## src/rtl/fetch_request_unit.sv

```systemverilog
// Fetch/data request stage in front of the MIPS control unit: arbitrates instruction fetch vs data access.
// Optional performance counters are enabled by defining REQ_PERF_CNT_EN.
module fetch_request_unit (
  input  logic        CLK,
  input  logic        RST,
  input  logic        ihit,
  input  logic        dhit,
  input  logic [31:0] iload,
  input  logic        cu_dREN,
  input  logic        cu_dWEN,
  input  logic        cu_halt,
  output logic [31:0] instruction,
  output logic        iREN,
  output logic        dREN,
  output logic        dWEN,
  output logic        pc_en,
  output logic        halt,
  output logic [31:0] retired_cnt,
  output logic [31:0] stall_cnt
);

  typedef enum logic [1:0] {
    FETCH  = 2'd0,
    DATA   = 2'd1,
    HALTED = 2'd2
  } state_t;

  state_t      r_state;
  state_t      w_next_state;
  logic [31:0] r_instr;
  logic        r_dren;
  logic        r_dwen;
  logic        r_halt;
  logic        w_dren_d;
  logic        w_dwen_d;
  logic        w_load_instr;
  logic        w_iren;
  logic        w_pc_en;
  logic [31:0] w_instr;

  // State register and held memory requests
  always_ff @(posedge CLK or posedge RST) begin
    if (RST) begin
      r_state <= FETCH;
      r_instr <= 32'h0000_0000;
      r_dren  <= 1'b0;
      r_dwen  <= 1'b0;
      r_halt  <= 1'b0;
    end else begin
      r_state <= w_next_state;
      r_dren  <= w_dren_d;
      r_dwen  <= w_dwen_d;
      r_halt  <= (w_next_state == HALTED);
      if (w_load_instr) begin
        r_instr <= iload;
      end else begin
        r_instr <= r_instr;
      end
    end
  end

  // Next-state, request capture and combinational fetch/PC outputs
  always_comb begin
    w_next_state = r_state;
    w_dren_d     = r_dren;
    w_dwen_d     = r_dwen;
    w_load_instr = 1'b0;
    w_iren       = 1'b0;
    w_pc_en      = 1'b0;
    w_instr      = r_instr;
    case (r_state)
      FETCH: begin
        w_iren   = 1'b1;
        w_instr  = iload;
        w_dren_d = 1'b0;
        w_dwen_d = 1'b0;
        if (ihit) begin
          // Halt outranks a data request decoded from the same word
          if (cu_halt) begin
            w_next_state = HALTED;
            w_load_instr = 1'b1;
          end else if (cu_dREN || cu_dWEN) begin
            w_next_state = DATA;
            w_load_instr = 1'b1;
            w_dwen_d     = cu_dWEN;
            w_dren_d     = cu_dREN & ~cu_dWEN;
          end else begin
            w_pc_en = 1'b1;
          end
        end else begin
          w_pc_en = 1'b0;
        end
      end
      DATA: begin
        if (dhit) begin
          w_next_state = FETCH;
          w_pc_en      = 1'b1;
          w_dren_d     = 1'b0;
          w_dwen_d     = 1'b0;
        end else begin
          w_pc_en = 1'b0;
        end
      end
      HALTED: begin
        w_dren_d = 1'b0;
        w_dwen_d = 1'b0;
      end
      default: begin
        w_next_state = FETCH;
        w_dren_d     = 1'b0;
        w_dwen_d     = 1'b0;
      end
    endcase
  end

  assign instruction = w_instr;
  assign iREN        = w_iren;
  assign pc_en       = w_pc_en;
  assign dREN        = r_dren;
  assign dWEN        = r_dwen;
  assign halt        = r_halt;

`ifdef REQ_PERF_CNT_EN
  logic [31:0] r_retired_cnt;
  logic [31:0] r_stall_cnt;
  logic        w_stall;

  assign w_stall = ((r_state == FETCH) && !ihit) || ((r_state == DATA) && !dhit);

  // Saturating retire/stall counters; both naturally freeze in HALTED
  always_ff @(posedge CLK or posedge RST) begin
    if (RST) begin
      r_retired_cnt <= 32'h0000_0000;
      r_stall_cnt   <= 32'h0000_0000;
    end else begin
      if (w_pc_en && (r_retired_cnt != 32'hFFFF_FFFF)) begin
        r_retired_cnt <= r_retired_cnt + 32'd1;
      end else begin
        r_retired_cnt <= r_retired_cnt;
      end
      if (w_stall && (r_stall_cnt != 32'hFFFF_FFFF)) begin
        r_stall_cnt <= r_stall_cnt + 32'd1;
      end else begin
        r_stall_cnt <= r_stall_cnt;
      end
    end
  end

  assign retired_cnt = r_retired_cnt;
  assign stall_cnt   = r_stall_cnt;
`else
  assign retired_cnt = 32'h0000_0000;
  assign stall_cnt   = 32'h0000_0000;
`endif

endmodule

```

## config.mk

```make
export PLATFORM = sky130hd
export DESIGN_NAME = fetch_request_unit
export DESIGN_NICKNAME = d
export VERILOG_FILES = /design/src/rtl/fetch_request_unit.sv
export SDC_FILE = /design/constraint.sdc
export NUM_CORES = 1
export LEC_CHECK = 0
export ABC_CLOCK_PERIOD_IN_PS = 3330
export CORE_MARGIN = 4
export CORE_UTILIZATION = 30
export CTS_BUF_LIST = sky130_fd_sc_hd__clkbuf_16
export DETAILED_ROUTE_END_ITERATION = 6
export PLACE_DENSITY = 0.71
export SLEW_MARGIN = 10
export SYNTH_ARGS = -nofsm -noshare
export SYNTH_HDL_FRONTEND = slang
export SYNTH_SLANG_ARGS = --single-unit
```

## constraint.sdc

```tcl
create_clock -name CLK -period 3.33 [get_ports CLK]
set_input_delay 0.333 -clock CLK [delete_from_list [all_inputs] [get_ports CLK]]
set_output_delay 0.333 -clock CLK [all_outputs]
set_load 0.1 [all_outputs]
```

# Word-level counts from Yosys, hierarchy flattened
# Cells that the tools add are included.
# word_totals
regBits,37
in_bits,39
output_inout_bits,101
# classes
n_eq_ne,4
mux,25
bitwise_logic,2
n_reduce_logical,2
# ops
cell,count
$mux 32,1
$mux 1,16
$mux 2,4
$pmux 1 s2,3
$pmux 2 s3,1
$eq 2x2->1 const B,2
$eq 2x1->1 const B,1
$logic_not 2->1,1
$ne 2x2->1 const B,1
$and 1x1->1,1
$logic_or 1x1->1,1
$not 1->1,1

# Depth between registers and ports, before layout
# depth
depth_word,6
mapped_depth,4
mapped_depth_nobuf,3

# Least setup slack after synthesis
# OpenSTA, ideal clock, no wires.
# synth_timing
path_kind,register to output
start,register r_state[1]
end,output pc_en
arrival_time_ns,1.775
required_time_ns,2.997
setup_slack_ns,1.222
path_stages_with_launch,3
n_path_buf,0
path_cell_list,dfrtp_1 nor4b_1 a32o_1
# synth_via
elab_chain_len,2
# synth_lines
item,line,source
start: declaration,28,state_t r_state;
start signal: assignment,50,r_state <= w_next_state;
$eq 2x1->1 / $logic_not 2->1 (equally long branches),71,case (r_state)
$pmux 1 s2 (*),71,
end: declaration,16,"output logic pc_en,"
# Mark *: on every way between the ends. The rest lies on a longest branch, timed or not.

# Final worst setup path
# layout_timing
start,input ihit
end,output pc_en
# layout_via
elab_chain_len,2
# layout_lines
item,line,source
start: declaration,6,"input logic ihit,"
$mux 1,77,if (ihit) begin
$pmux 1 s2,71,
# Every way passes these cells.

==> results.txt <==
----------------------------------------------------
[Floorplanning]
  Die Area ... 9630 sq um
  Chip height ... 98.1 microns
  IO Pins ... 140
  Starting utilization of the core area ... 0.312
  Die span in x ... 98.1 microns
  Cell row count ... 32
  Core area ... 7810 sq um

[STA]
  Setup repair after global routing missed its margin ... false
  Final hold violations ... 0
  Slew headroom ... 0.345
  Achievable clock frequency ... 446 MHz
  Worst Skew ... 0.00324 ns
  Worst-Margin Slew ... 0.980 ns
  Minimum hold slack ... 0.467 ns
  Final Max Slew Viols ... 0
  Setup TNS ... 0 ns
  Total of endpoints with negative setup slack in the final report ... 0
  Final worst path period need ... 2.24 ns
  Part of the cycle the worst path needs ... 0.674

[Synth]
  Post-synthesis cell type with the largest combined area ... dfrtp_1
  Gate Count Post-Synth ... 188
  Yosys warning total ... 0
  Number of synthesized register bits ... 37
  Area fraction of the dominant cell type after synthesis ... 0.380
  Share of synthesized flip-flops with an asynchronous set or reset ... 1.00
  Most numerous cell in the Yosys netlist ... buf_4
  Top post-synthesis cells by count ... buf_4, dfrtp_1, mux2_2
  Sequential element share of the synthesized area ... 0.380
  Syn Area/Cell ... 13.0 sq um
  Cell types occupying the most area after synthesis ... dfrtp_1, buf_4, mux2_4
  Number of different library cells in the post-synthesis netlist ... 18
  Synthesized area ... 2440 sq um
  Number of enable-type register cells in the synthesized netlist ... 0
  Prevailing post-synth register cell ... dfrtp_1

[Global routing]
  Antenna violations before repair ... 0
  Global-route wire length before repair ... 7100 microns
  Maximum number of pins on one net before global-route repair ... 38
  Leftover overflow at the end of global routing ... 0
  Via count of the first global-routing pass ... 1456
  Total Routing Usage GR ... 0.0908

[Clock tree]
  Clock tree from TritonCTS ... yes
  CTS sink cnt ... 37
  Clock root buffer ... clkbuf_16
  Maximum level of the CTS H-tree ... 2
  # Post-CTS Setup Buffers ... 0
  Maximum clock path buffer count ... 2
  Number of CTS-inserted buffers ... 5
  Clock network latency to the later pin of the worst-skew pair ... 0.27 ns
  Hold Buf Count CTS ... 0
  Post-CTS clock slew at the launch and capture registers of the worst setup and hold paths ... 0.05 ns
  Cells resized by post-CTS repair ... 0

[Routing]
  Number of nets still failing antenna checks after routing ... 0
  WL per Instance ... 12.2 microns
  Pre-antenna DRT Iters ... 3
  Total Routed Length ... 4460 microns
  Number of DRC markers in iteration 0 ... 20
  Via count ... 1414
  Post-detailed-route DRC marker count ... 0
  Via density per instance ... 3.85

[Worst setup path]
  Worst endpoint data arrival time ... 1.91 ns
  Element type at the critical path start ... input port
  Worst stage delay on the critical path ... 0.56 ns
  Critical path capture point type ... output port
  Count of buffering cells on the critical path with inverters included ... 2
  Family with the most delay on the worst path ... buffers and inverters
  Category of the most critical setup path ... in2out
  Critical Path Fanout Max ... 4
  Crit-path cells ... clkdlybuf4s50_1, nor4b_1, a32o_1, buf_4
  Worst Path Required ... 3.00 ns
  CP max stage cell ... nor4b_1

[Finish]
  Ratio of cells with drive above 1 in the final layout ... 0.408
  Final standard cell count with taps included and fillers excluded ... 367
  Layout fillers ... 780
  Final-stage net count ... 304
  Inserted Diodes ... 0
  Area grow syn2layout ... 25.5%

[Placed design]
  Placer's final routability congestion estimate ... 0.831
  Cell total after placement ... 360
  Buffers added on ports ... 75
  HPWL reported at the end of detailed placement ... 3350 microns

[Hold path]
  Classification of the worst-slack hold path ... in2async

[Job]
  MaxCap Viol Count ... 0

[Status]
  Result of the run ... finished clean

----------------------------------------------------
tightest hold or removal path, cell delays in order:
cell and delay [ns]:
clkdlybuf4s50_1 0.40, clkinv_1 0.04, buf_4 0.40
cells in the final DEF (no fill, tap or decap):
cell type,n
dfrtp_1,37
mux2_2,34
nor2_1,3
conb_1,64
clkinv_1,2
nor3b_1,1
nor2_4,1
nand2b_1,1
clkdlybuf4s50_1,41
inv_1,3
a32o_1,2
o21ai_0,1
clkbuf_16,5
o311a_4,1
buf_4,36
nor4b_1,1
a21oi_1,1
a22o_2,1
mux2_4,30
worst paths after layout:
kind                             start           to  slack [ns]  cells past startpoint
setup / recovery                  ihit        pc_en        1.09                      4
hold / removal                     RST   r_instr[6]        0.47                      3
setup reg to reg            r_state[1]  r_instr[18]        1.62                      3
hold reg to reg            r_instr[17]  r_instr[17]        0.50                      1
max in group asynchronous          RST  r_instr[20]        2.54                      3
min in group CLK           r_instr[17]  r_instr[17]        0.50                      1
kinds of logic (layout without fill, tap and decap cells):
logic type | Yosys count | count (layout) | synth area share
buffers and inverters | 73 | 87 | 0.233
muxes | 64 | 64 | 0.342
other | 1 | 64 | 0.00154
DFF | 37 | 37 | 0.380
and+or+nand+nor | 7 | 7 | 0.0185
AOI/OAI and AO/OA | 6 | 6 | 0.0252
final cells by class:
cell class                 instances  area [sq um]  share of cell area
clock buffer                       5           125              0.0409
tap                              102           128              0.0417
sequential                        37           926               0.303
timing repair buffer              77           681               0.223
inverter                           3          11.3             0.00368
multi-input combinational        141          1180               0.386
clock inverter                     2          7.51             0.00245
flip-flops by register name, indices dropped and copies added (netlist names):
signal and cells:
r_instr 32, halt 1, r_state 2, dREN 1, dWEN 1
through the flow:
step                setup slack, ns  cell area (sq um)  utilization
finish                         1.09               3060        0.392
global route                  0.977               3060        0.392
CTS                            1.06               3060        0.392
detailed placement             1.13               2930        0.375
global placement               1.20               2930        0.375
floorplan                      1.22               2670            -
routing by layer:
layer  global-route usage  wire length (microns)
met5                    0                      0
met4               0.0256                      0
met3               0.0314                    387
met2                0.142                   2140
met1                0.119                   1940
Power is left out: the tool's default activity adds up to more than one toggle a clock period on the data nets, which glitch-free logic cannot reach.
